**config.mk**
```make
export PLATFORM = sky130hd
export DESIGN_NAME = cfg_frame_loader
export DESIGN_NICKNAME = d
export VERILOG_FILES = /design/src/rtl/cfg_frame_loader.sv
export SDC_FILE = /design/constraint.sdc
export NUM_CORES = 1
export LEC_CHECK = 0
export ABC_CLOCK_PERIOD_IN_PS = 1800
export CORE_UTILIZATION = 51
export CTS_CLUSTER_DIAMETER = 100
export CTS_CLUSTER_SIZE = 24
export DETAILED_ROUTE_END_ITERATION = 6
export PLACE_DENSITY_LB_ADDON = 0.05
export SYNTH_ARGS = -nofsm -noshare
export SYNTH_HDL_FRONTEND = slang
export SYNTH_SLANG_ARGS = --single-unit
```
**constraint.sdc**
```tcl
create_clock -name clock -period 1.8 [get_ports clock]
set_clock_uncertainty 0.15 [all_clocks]
set_input_delay 0.36 -clock clock [delete_from_list [all_inputs] [get_ports clock]]
set_output_delay 0.36 -clock clock [all_outputs]
set_load 0.02 [all_outputs]
```
**src/rtl/cfg_frame_loader.sv**
```systemverilog
// Serial bitstream loader: hunts a sync word, stages one tile/switch-box frame,
// and applies lut/ff/sb config atomically only when the XOR checksum matches.
module cfg_frame_loader #(
    parameter logic [7:0] SYNC_WORD = 8'hA5,
    parameter int         LUT_W     = 32,
    parameter int         SB_W      = 16
) (
    input  logic             clock,
    input  logic             reset_n,
    input  logic             start,
    input  logic             bit_in,
    input  logic             bit_valid,
    output logic [LUT_W-1:0] lut_cfg,
    output logic             ff_sel,
    output logic [SB_W-1:0]  sb_cfg,
    output logic             busy,
    output logic             done,
    output logic             error
);

    localparam int P  = LUT_W + 8 + SB_W;
    localparam int NB = P / 8;
    localparam int CW = $clog2(P);

    typedef enum logic [1:0] {IDLE, SYNC, PAYLOAD, CHECK} state_t;

    state_t         state;
    state_t         state_nx;
    logic [7:0]     hunt;
    logic [7:0]     chk;
    logic [P-1:0]   stage;
    logic [CW-1:0]  cnt;
    logic           apply;

    logic [7:0]     hunt_nx;
    logic [7:0]     chk_nx;
    logic [7:0]     sum;
    logic           sync_hit;
    logic           last_pay;
    logic           last_chk;
    logic           good;
    logic           bad;

    assign hunt_nx = {hunt[6:0], bit_in};
    assign chk_nx  = {chk[6:0], bit_in};
    assign busy    = (state != IDLE);
    assign good    = last_chk && (chk_nx == sum);
    assign bad     = last_chk && (chk_nx != sum);

    always_comb begin
        sum = '0;
        for (int i = 0; i < NB; i++) begin
            sum = sum ^ stage[i*8 +: 8];
        end
    end

    always_comb begin
        state_nx = state;
        sync_hit = 1'b0;
        last_pay = 1'b0;
        last_chk = 1'b0;
        if (start) begin
            state_nx = SYNC;
        end else if (bit_valid) begin
            unique case (state)
                IDLE: ;
                SYNC: begin
                    if (hunt_nx == SYNC_WORD) begin
                        sync_hit = 1'b1;
                        state_nx = PAYLOAD;
                    end
                end
                PAYLOAD: begin
                    if (cnt == CW'(P - 1)) begin
                        last_pay = 1'b1;
                        state_nx = CHECK;
                    end
                end
                CHECK: begin
                    if (cnt == CW'(7)) begin
                        last_chk = 1'b1;
                        state_nx = IDLE;
                    end
                end
                default: state_nx = IDLE;
            endcase
        end
    end

    always_ff @(posedge clock or negedge reset_n) begin
        if (!reset_n) begin
            state <= IDLE;
        end else begin
            state <= state_nx;
        end
    end

    // apply is committed on the last checksum bit; a later start cannot cancel it
    always_ff @(posedge clock or negedge reset_n) begin
        if (!reset_n) begin
            hunt    <= '0;
            chk     <= '0;
            stage   <= '0;
            cnt     <= '0;
            apply   <= 1'b0;
            done    <= 1'b0;
            error   <= 1'b0;
            lut_cfg <= '0;
            ff_sel  <= 1'b0;
            sb_cfg  <= '0;
        end else begin
            apply <= good;
            done  <= apply;
            if (apply) begin
                lut_cfg <= stage[P-1 -: LUT_W];
                ff_sel  <= stage[SB_W];
                sb_cfg  <= stage[SB_W-1:0];
            end
            if (start) begin
                hunt  <= '0;
                cnt   <= '0;
                error <= 1'b0;
            end else if (bit_valid) begin
                unique case (state)
                    IDLE: ;
                    SYNC: begin
                        hunt <= hunt_nx;
                        if (sync_hit) cnt <= '0;
                    end
                    PAYLOAD: begin
                        stage <= {stage[P-2:0], bit_in};
                        cnt   <= last_pay ? '0 : cnt + 1'b1;
                    end
                    CHECK: begin
                        chk <= chk_nx;
                        cnt <= last_chk ? '0 : cnt + 1'b1;
                        if (bad) error <= 1'b1;
                    end
                    default: ;
                endcase
            end
        end
    end

endmodule

```
Word-level counts from Yosys, hierarchy flattened. Cells that the tools add are included.

Register bits after elaboration: 130. Input port bits: 5. Output and inout bits: 52. Logic and storage cells: 76.

Add/sub/neg operators: 1. Eq/ne operators: 12. Mux-type cells: 31. Bitwise logic cells: 7. Reduce and logical (&&, ||, !) cells: 14.

Operator list (count): bitwise XOR 8 bit (6); 2-to-1 mux 6 bit (5); 2-to-1 mux 7 bit (3); case mux 6 bit (3 select lines) (1); 2-to-1 mux 1 bit (16); != test 3 bit, second input constant (4); AND reduction 3 bit (4); 2-to-1 mux 2 bit (5); nonzero test 2 bit (5); == test 8 bit (1); == test 8 bit, second input constant (1); != test 8 bit (1); adder 6 x 1 -> 6 bit, second input constant (1); == test 6 x 3 -> 1 bit, second input constant (1); == test 6 bit, second input constant (1); case mux 2 bit (3 select lines) (1); AND reduction 5 bit (1); == test 2 bit, second input constant (2); nonzero test 4 bit (1); == test 2 x 1 -> 1 bit, second input constant (1); logical AND 1 bit (2); AND reduction 2 bit (1); NOT 1 bit (1).

Longest topological paths before layout.
Depth after elaboration: 12. Gate-level depth with buffers: 8. Depth with buffers taken out: 8.

Worst setup path before layout. OpenSTA, ideal clock, no wires.

Kind: register -> register. Start point: register hunt[2]. End point: register cnt[1]. Arrival time: 1.689 ns. Data required time: 1.572 ns. Setup slack: -0.117 ns. Stages on the path, launching flop included: 6. Path buffers: 0. Period minus slack after synthesis: 1.917 ns. Cell sequence: dfrtp_1 or4b_1 o21ai_2 o211ai_4 or3_1 a21oi_1.

Cells in the longest elaborated chain, start to end: 7.

RTL lines: start: declaration (line 29) `logic [7:0] hunt;`; start signal: assignment (line 127) `hunt <= hunt_nx;`; == test 8 bit (line 68) `if (hunt_nx == SYNC_WORD) begin`; 2-to-1 mux 1 bit (line 68); 2-to-1 mux 1 bit (line 65) `unique case (state)`; 2-to-1 mux 1 bit (line 64) `end else if (bit_valid) begin`; 2-to-1 mux 1 bit (line 62) `if (start) begin`; != test 3 bit (no source line); AND reduction 3 bit (no source line); end signal: assignment (line 132) `cnt <= last_pay ? '0 : cnt + 1'b1;`; end signal: assignment (line 136) `cnt <= last_chk ? '0 : cnt + 1'b1;`; end: declaration (line 32) `logic [CW-1:0] cnt;`.

Every way passes these cells. A chain may end at the register's enable or synchronous reset.

Worst setup path after layout.
Start point: register hunt[5]. End point: register cnt[1].

Same word-level chain as after synthesis.

==> impl_metrics.json <==
{
  "post_synth.cell_area_avg_um2": 13.87,
  "antenna_found_initial": 0,
  "worst-slew-pin-transition_ns": 0.4356,
  "status": "finished, violations left",
  "drtPass1Iterations": 4,
  "clkLatencyLatePin_ns": 0.52,
  "grt_start_max_net_pins": 41,
  "placement_rows": 37,
  "worst_setup_path_start_kind": "flop",
  "post_syn_nets": 413,
  "drt_iter0_drc": 150,
  "layout_commonest_cell": "dfrtp_1",
  "maxSlewViolCount": 0,
  "synth-main-ff-cell": "dfrtp_1",
  "floorplan.initialDensity_pct": 53.43,
  "violations": "negative setup slack",
  "io_buffer_count": 56,
  "clock_pin_slew_on_the_worst_setup_and_hold_paths_ns": 0.06,
  "synth_sequential_area_ratio_pct": 58.19,
  "timing.hold.ws_ns": 0.1851,
  "min-delay-path-class": "input port to asynchronous set/reset pin",
  "detail_route.vias_per_cell": 5.105,
  "syn-cell-area_um2": 5590,
  "dieWidth_um": 106.7,
  "synthesized_instance_count": 403,
  "area_growth_syn_to_layout_pct": 40.40,
  "r2r.worst_path.cells": 5,
  "total_leakage_power_nw": 4.117,
  "hold_violation_total_from_the_final_report": 0,
  "drive_above_1_share_pct": 39.89,
  "cts_tree": "yes",
  "critical_path_class": "flop to flop",
  "rsz_0062_raised_after_global_routing": "true",
  "critical_path.reg2reg.endpoint": "cnt[1]$_DFFE_PN0P_",
  "core_region_area_um2": 10460,
  "synthesis.yosys.warnings": 0,
  "post-route-period-util_pct": 109.1,
  "route.antenna.remaining_nets": 0,
  "tritoncts_sink_count": 130,
  "final.fill_count": 718,
  "wl_per_cell_um": 16.14,
  "highest_clock_rate_mhz": 509.4,
  "postSynthRegisterBits": 130,
  "global_route_wire_length_before_repair_um": 19000,
  "max_cap_viol_count": 0,
  "dp_hpwl_um": 7565,
  "post-route-worst-setup-slack_ns": -0.1631,
  "kind_of_capture_point_of_the_worst_setup_path": "flop",
  "timing.critical_path.fanout_max": 6,
  "totalWireLength_um": 11380,
  "insertedDiodeCount": 0,
  "die_h_um": 106.7,
  "synth_enable_flop_cells": 0,
  "timing.final.setup_violations": 10,
  "finalWorstPathRequiredPeriod_ns": 1.963,
  "crit-reg2reg-launch": "hunt[5]$_DFFE_PN0P_",
  "dpl.cell_count": 666,
  "global_route.usage.total_pct": 22.16,
  "cts-root-to-sink-buffers": 2,
  "first_global_vias": 3847,
  "worst-endpoint-required_ns": 2.11,
  "most_frequent_cells_in_the_layout": "dfrtp_1, buf_4, mux2_2",
  "fin_nets": 566,
  "multiInputGateArea_um2": 2530,
  "grt.overflow.total": 0,
  "area.sequential_um2": 3254,
  "synthDistinctLibCells": 36,
  "cellPowerDensity_nw_per_um2": 852.8,
  "number_of_buffers_created_by_cts": 17,
  "clockRootBuffer": "clkbuf_8",
  "floorplan.die_area_um2": 11380,
  "pin_count": 57,
  "finish.cell_count_without_fillers": 705,
  "finalWeightedCongestion": 0.8108,
  "timing.max_slew.rel_slack_pct": 70.96,
  "setup.reg_to_reg.worst_slack_ns": -0.16,
  "detail_route.drc_violations": 0,
  "synth-async-reset-ratio_pct": 100.0,
  "worstPathArrival_ns": 2.27,
  "cts-htree-levels": 4,
  "irDropWorstVdd_mv": 0.5175,
  "dr_total_vias": 3599
}
==> per-layer routing <==
layer	vias up	part of all wire [%]	track usage, %
li1	1701	-	-
met1	1817	46	29.42
met2	71	50	35.25
met3	10	3.4	5.471
met4	0	1.1	8.415
met5	-	0	0
==> cell usage after synthesis, drive strengths merged (2+ instances only) <==
| cell type | instances | area share, % |
|---|---|---|
| dfrtp | 130 | 58 |
| mux2 | 112 | 23 |
| xnor2 | 48 | 7.5 |
| nand2 | 17 | 1.1 |
| a21oi | 12 | 1.1 |
| buf | 10 | 0.81 |
| nor2 | 10 | 0.67 |
| nand3 | 9 | 0.81 |
| xor2 | 8 | 1.3 |
| inv | 7 | 0.47 |
| clkbuf | 5 | 0.34 |
| ha | 5 | 1.1 |
| o21ai | 5 | 0.51 |
| nor2b | 4 | 0.45 |
| nand3b | 3 | 0.40 |
| nor4 | 2 | 0.22 |
| o211ai | 2 | 0.51 |
==> critical path, stage by stage (launching register included) <==
cell      delay [ns]
dfrtp_1         0.37
or4b_4          0.56
o21ai_4         0.16
o211ai_4        0.14
or3_4           0.40
a21oi_2         0.11
==> registers in the layout, summed over array words and instances, names as in the netlist <==
register  cells
stage        56
lut_cfg      32
sb_cfg       16
chk           7
hunt          7
cnt           6
state         2
apply         1
done          1
error         1
ff_sel        1
==> how the worst max path moves through the flow <==
stage | startpoint | cells after the start | end
after detailed placement | bit_in | 7 | cnt[1]$_DFFE_PN0P_
after floorplan | hunt[2]$_DFFE_PN0P_ | 5 | cnt[1]$_DFFE_PN0P_
after global placement | bit_in | 7 | cnt[1]$_DFFE_PN0P_
after CTS | hunt[5]$_DFFE_PN0P_ | 5 | cnt[1]$_DFFE_PN0P_
after global routing | hunt[5]$_DFFE_PN0P_ | 5 | cnt[1]$_DFFE_PN0P_
final | hunt[5]$_DFFE_PN0P_ | 5 | cnt[1]$_DFFE_PN0P_
==> area by class of cell <==
type                    count  area share (%)
flip-flops and latches    130           41.46
multi-input cells         251           32.23
repair buffers            149           16.58
clock buffers              21           5.468
well taps                 136           2.168
clock inverters            11           1.754
inverters                   7          0.3348
==> power breakdown <==
part / internal, W / switching (W)
Sequential: 0.00295 / 0.0000231
Clock: 0.00209 / 0.00120
Combinational: 0.000200 / 0.000230
==> what timing repair did <==
action                     4_1_cts  5_1_grt
setup buffers                    2        5
hold buffers                     1        0
resized for setup               83       30
pin swaps                       25       17
hold endpoints to repair        85        0
setup endpoints to repair       62       13
==> per-stage QoR <==
step | total power, W | utilization, % | instance area [µm²] | setup slack [ns] | setup TNS [ns]
final | 0.006693 | 75.02 | 7849 | -0.1631 | -0.9954
after global routing | 0.006924 | 75.02 | 7849 | -0.2358 | -1.909
after CTS | 0.006727 | 73.38 | 7677 | -0.1772 | -1.229
after detailed placement | 0.003360 | 66.83 | 6992 | -0.4637 | -25.13
after global placement | 0.003356 | 66.83 | 6992 | -0.4095 | -21.96
after floorplan | 0.003167 | - | 5590 | -0.07640 | -0.2077
==> kinds of logic after synthesis <==
| kind of cell | Yosys count | synth area share (%) |
|---|---|---|
| multiplexers | 113 | 22.74 |
| buffers and inverters | 22 | 1.612 |
| AND/OR/NAND/NOR | 52 | 4.611 |
| adder cells (fa/ha/maj) | 5 | 1.119 |
| AO/OA/AOI/OAI | 25 | 2.955 |
| XOR/XNOR | 56 | 8.773 |
| flip-flops | 130 | 58.19 |
No activity file was read; power rests on OpenSTA's default activity.
